**config.mk**
```make
export PLATFORM = sky130hd
export DESIGN_NAME = prime_check
export DESIGN_NICKNAME = d
export VERILOG_FILES = /design/src/rtl/prime_check.sv
export SDC_FILE = /design/constraint.sdc
export NUM_CORES = 1
export LEC_CHECK = 0
export CAP_MARGIN = 10
export CORE_MARGIN = 8
export CORE_UTILIZATION = 54
export DETAILED_ROUTE_END_ITERATION = 6
export MAX_ROUTING_LAYER = met4
export PLACE_DENSITY = 0.77
export SYNTH_ARGS = -nofsm -noshare
export SYNTH_HDL_FRONTEND = slang
export SYNTH_SLANG_ARGS = --single-unit
```
**constraint.sdc**
```tcl
create_clock -name clk -period 2.5 [get_ports clk]
set_input_delay 0.25 -clock clk [delete_from_list [all_inputs] [get_ports clk]]
set_output_delay 0.25 -clock clk [all_outputs]
set_load 0.02 [all_outputs]
```
**src/rtl/prime_check.sv**
```systemverilog
// Sequential trial-division primality tester with go/ready/error handshake.
// Define PRIME_CHECK_STATS_EN to add the busy-cycle counter and cycles port.
module prime_check #(
    parameter int WIDTH_LOG = 4,
    localparam int W = 1 << WIDTH_LOG
) (
    input  logic         clk,
    input  logic         rst,
    input  logic         go,
    input  logic [W-1:0] n,
    output logic         ready,
    output logic         error,
    output logic         is_prime,
    output logic [W-1:0] factor
`ifdef PRIME_CHECK_STATS_EN
    ,
    output logic [15:0]  cycles
`endif
);

    localparam int DW = W / 2 + 2;
    localparam int SW = W + 2;
    localparam int RW = W / 2 + 3;
    localparam int CW = WIDTH_LOG + 1;

    typedef enum logic [2:0] {
        IDLE,
        TRIV,
        CMP,
        DIV,
        STEP
    } state_t;

    state_t state, state_next;

    logic [W-1:0]  n_q;
    logic [DW-1:0] d;
    logic [SW-1:0] sq;
    logic [RW-1:0] rem;
    logic [RW-1:0] rem_sh;
    logic [RW-1:0] rem_next;
    logic [W-1:0]  q;
    logic [CW-1:0] cnt;
    logic          res_prime;
    logic [W-1:0]  res_factor;
    logic          accept;
    logic          trivial;
    logic          sq_gt_n;

    always_comb begin
        accept     = go && ready;
        trivial    = (n_q < W'(4)) || !n_q[0];
        sq_gt_n    = sq > {2'b00, n_q};
        rem_sh     = {rem[RW-2:0], q[W-1]};
        rem_next   = rem_sh;
        if (rem_sh >= RW'(d))
            rem_next = rem_sh - RW'(d);
        state_next = state;
        unique case (state)
            IDLE: if (accept) state_next = TRIV;
            TRIV: state_next = trivial ? IDLE : CMP;
            CMP:  state_next = sq_gt_n ? IDLE : DIV;
            DIV:  if (cnt == CW'(1)) state_next = STEP;
            STEP: state_next = (rem == '0) ? IDLE : CMP;
            default: state_next = IDLE;
        endcase
    end

    always_ff @(posedge clk) begin
        if (rst)
            state <= IDLE;
        else
            state <= state_next;
    end

    // Results are staged in res_* and only published on the ready rise.
    always_ff @(posedge clk) begin
        if (rst) begin
            ready      <= 1'b1;
            error      <= 1'b0;
            is_prime   <= 1'b0;
            factor     <= '0;
            res_prime  <= 1'b0;
            res_factor <= '0;
            n_q        <= '0;
            d          <= '0;
            sq         <= '0;
            rem        <= '0;
            q          <= '0;
            cnt        <= '0;
        end else begin
            if (go && !ready)
                error <= 1'b1;
            unique case (state)
                IDLE: begin
                    if (accept) begin
                        n_q      <= n;
                        ready    <= 1'b0;
                        error    <= 1'b0;
                        is_prime <= 1'b0;
                        factor   <= '0;
                    end else if (!ready) begin
                        ready    <= 1'b1;
                        is_prime <= res_prime;
                        factor   <= res_factor;
                    end
                end
                TRIV: begin
                    res_prime  <= 1'b0;
                    res_factor <= '0;
                    if (n_q == W'(2) || n_q == W'(3))
                        res_prime <= 1'b1;
                    else if (n_q >= W'(2) && !n_q[0])
                        res_factor <= W'(2);
                    d  <= DW'(3);
                    sq <= SW'(9);
                end
                CMP: begin
                    if (sq_gt_n) begin
                        res_prime  <= 1'b1;
                        res_factor <= '0;
                    end else begin
                        rem <= '0;
                        q   <= n_q;
                        cnt <= CW'(W);
                    end
                end
                DIV: begin
                    rem <= rem_next;
                    q   <= {q[W-2:0], 1'b0};
                    cnt <= cnt - CW'(1);
                end
                STEP: begin
                    if (rem == '0) begin
                        res_prime  <= 1'b0;
                        res_factor <= W'(d);
                    end else begin
                        sq <= sq + {d, 2'b00} + SW'(4);
                        d  <= d + DW'(2);
                    end
                end
                default: ;
            endcase
        end
    end

`ifdef PRIME_CHECK_STATS_EN
    logic [15:0] busy_cnt;
    logic [15:0] busy_inc;

    always_comb begin
        busy_inc = (busy_cnt == 16'hFFFF) ? busy_cnt : busy_cnt + 16'd1;
    end

    always_ff @(posedge clk) begin
        if (rst) begin
            busy_cnt <= '0;
            cycles   <= '0;
        end else if (accept) begin
            busy_cnt <= '0;
        end else if (!ready) begin
            busy_cnt <= busy_inc;
            if (state == IDLE)
                cycles <= busy_inc;
        end
    end
`endif

endmodule

```
==> metrics <==
status finished with violations; failing checks negative setup slack; crit-path max FO 3; Worst R2R Start d[2]; P&R area growth vs syn 28.5%; Via density ~6.0; commonest non-fill, non-tap cell in the layout dfxtp_1; Arrival @ worst endpoint between 2 and 3 ns; register area share after synthesis 35.6%; Reg area approximately 2000 um2; Global Route Usage Sum between 20% and 30%; final worst slack -0.0832 ns; mapped cell area between 5000 and 6000 um2; largest net degree at the start of global routing 53; final hold slack approximately 0.22 ns; Final Routed Wirelength 15.8 mm; Yosys reg bits about 100; Final Hold Violating Endpoints 0; initial antenna violation count 0; max_slew headroom 51.4%; DP Worst Slack -0.147 ns; P per Cell Area slightly below 500 nW/um2; Synth Area per Inst about 8.5 um2; # IOs 38; RSZ-0062 raised after global routing true; vias in the first global route just under 5000; number of remaining DRC errors 0; HP Class in -> reg; Slew @ Worst Pin about 0.73 ns; Leak about 2.8 nW; Setup crit end kind flip-flop; Die Height between 100 and 150 um; multi-input logic area 3800 um2; CP startpoint d[2]; WP data required between 2 and 3 ns; Starting Density 55.2%; IO Port Bufs 31; Final min period between 2 and 3 ns; Syn. warnings 0; Clock Path Buffers 2; commonest cells after routing, fill and taps aside dfxtp_1, nor2_1, buf_4; max-slew violations 0; clock skew 0.0107 ns; r2r setup slk -0.08 ns; Post-synth EDFFs 0; startpoint types flip-flop; DR pass1 iterations 5; Max H-tree Level 3; share of post-route cells with drive strength above 1 between 20% and 30%; CTS tree yes; aggregate global routing overflow 0; first-pass GRT wire length 23.3 mm; Root Driver clkbuf_8; Reg clk slew, reported paths 0.10 ns; Die X between 100 and 150 um; Synth Flop Type dfxtp_1; worst skew pair latency roughly 0.38 ns; crit path capture sq[14]; Die ar. between 10000 and 15000 um2; max_cap viols 0; R2R cell count 9; Starting DRT DRC Count 384; VDD IR max roughly 0.42 mV; hold buffer count at cts 0; Avg WL per Cell 17.7 um; crit path kind reg -> reg; Final Cycle Share 103%; asr flop ratio synth 0%; n_diodes 0; final RePlAce weighted congestion between 0.9 and 1; Distinct cells, synth 70; Core Box Area a little over 10000 um2; Synth Instances around 670; clk sinks 101; number of CTS-inserted buffers 9; Via Count 5328; TNS Setup -0.117 ns; Row Count 37; nets@finish roughly 820; r2r endpoint sq[14]; Routed Antenna Nets 0; FILL cells 800; maximum clock rate just under 400 MHz; endpoints failing setup 2; DPL Wire Length 10.7 mm
[logic make-up (layout without fill, tap and decap cells)]
logic type	Yosys count	after routing	synth area share, %
and+or+nand+nor	242	242	21.1
xor gates and xnor gates	19	19	2.93
buffers and inverters	72	155	5.78
DFF	101	101	35.6
AOI/OAI and AO/OA	160	160	18.9
adders and majority gates	50	50	11.3
muxes	24	24	4.30
other	1	6	0.0661
[final cells by class]
cell class,instances,area share [%]
well taps,136,2.33
repair buffers,107,12.7
flip-flops and latches,101,28.1
multi-input cells,501,52.2
clock inverters,6,1.30
inverters,32,1.65
clock buffers,10,1.75
[Yosys cell counts, drive strengths merged, types with 13 or more instances]
cell type	count	area share [%]
a21oi	56	4.9
a211oi	21	2.9
mux2i	21	3.7
nor2	79	5.4
buf	15	2.0
xnor2	14	2.2
nand2	62	4.1
nor3	18	1.8
ha	48	11
a22oi	13	1.7
clkbuf	25	1.7
o21ai	15	1.3
nand3	24	2.1
dfxtp	101	36
inv	32	2.1
[state kept, by name, indices dropped and copies added (netlist names), 5 cells and up]
| name | count |
|---|---|
| cnt | 5 |
| d | 9 |
| factor | 10 |
| n_q | 16 |
| q | 16 |
| rem | 11 |
| res_factor | 10 |
| sq | 17 |
[per-stage QoR]
| stage | util (%) | area (um2) | cells | total power, W |
|---|---|---|---|---|
| finish | 70.9 | 7290 | 893 | 0.00359 |
| CTS | 65.8 | 6760 | 878 | 0.00349 |
| global placement | 62.8 | 6450 | 862 | 0.00229 |
| detailed placement | 62.8 | 6450 | 862 | 0.00231 |
| global route | 70.9 | 7290 | 893 | 0.00373 |
| floorplan | - | 5700 | 674 | 0.00210 |
[layer usage]
layer  up-vias  track usage (%)  routed length (um)
met2       205             35.2                7920
li1       2555                -                   -
met5         -                -                   0
met1      2537             23.7                6740
met4         0             7.19                 346
met3        31             3.28                 794
[how the worst min path moves through the flow]
| stage | start | end | slack, ns | depth (start not counted) |
|---|---|---|---|---|
| 3_5_place_dp | res_factor[7] | res_factor[7] | 0.44 | 2 |
| 3_3_place_gp | res_factor[8] | res_factor[8] | 0.44 | 2 |
| 2_1_floorplan | n[10] | n_q[10] | 0.39 | 2 |
| 5_1_grt | rst | rem[9] | 0.22 | 2 |
| 6_report | rst | rem[9] | 0.22 | 2 |
| 4_1_cts | rst | rem[9] | 0.21 | 2 |
[power breakdown]
group | switching (W) | total, W | internal [W]
logic | 0.000389 | 0.000711 | 0.000322
registers | 0.0000422 | 0.00170 | 0.00165
clock network | 0.000609 | 0.00118 | 0.000575
total | 0.00104 | 0.00359 | 0.00255
[critical path, stage by stage, from the launching register on]
cell	delay [ns]
dfxtp_2	0.35
ha_4	0.27
ha_4	0.20
a211o_4	0.36
a2111oi_4	0.42
o31ai_2	0.11
o21a_1	0.24
o211ai_1	0.28
xor2_1	0.18
nor2_1	0.05
[repair_timing]
| item | in CTS | in global routing |
|---|---|---|
| resized for setup | 16 | 92 |
| cloned | 0 | 1 |
| endpoints found under the setup margin | 41 | 45 |
| setup buffers | 0 | 14 |
| pin swaps | 5 | 33 |
| hold endpoints to repair | 0 | 0 |
(Power assumes the default switching activity.)
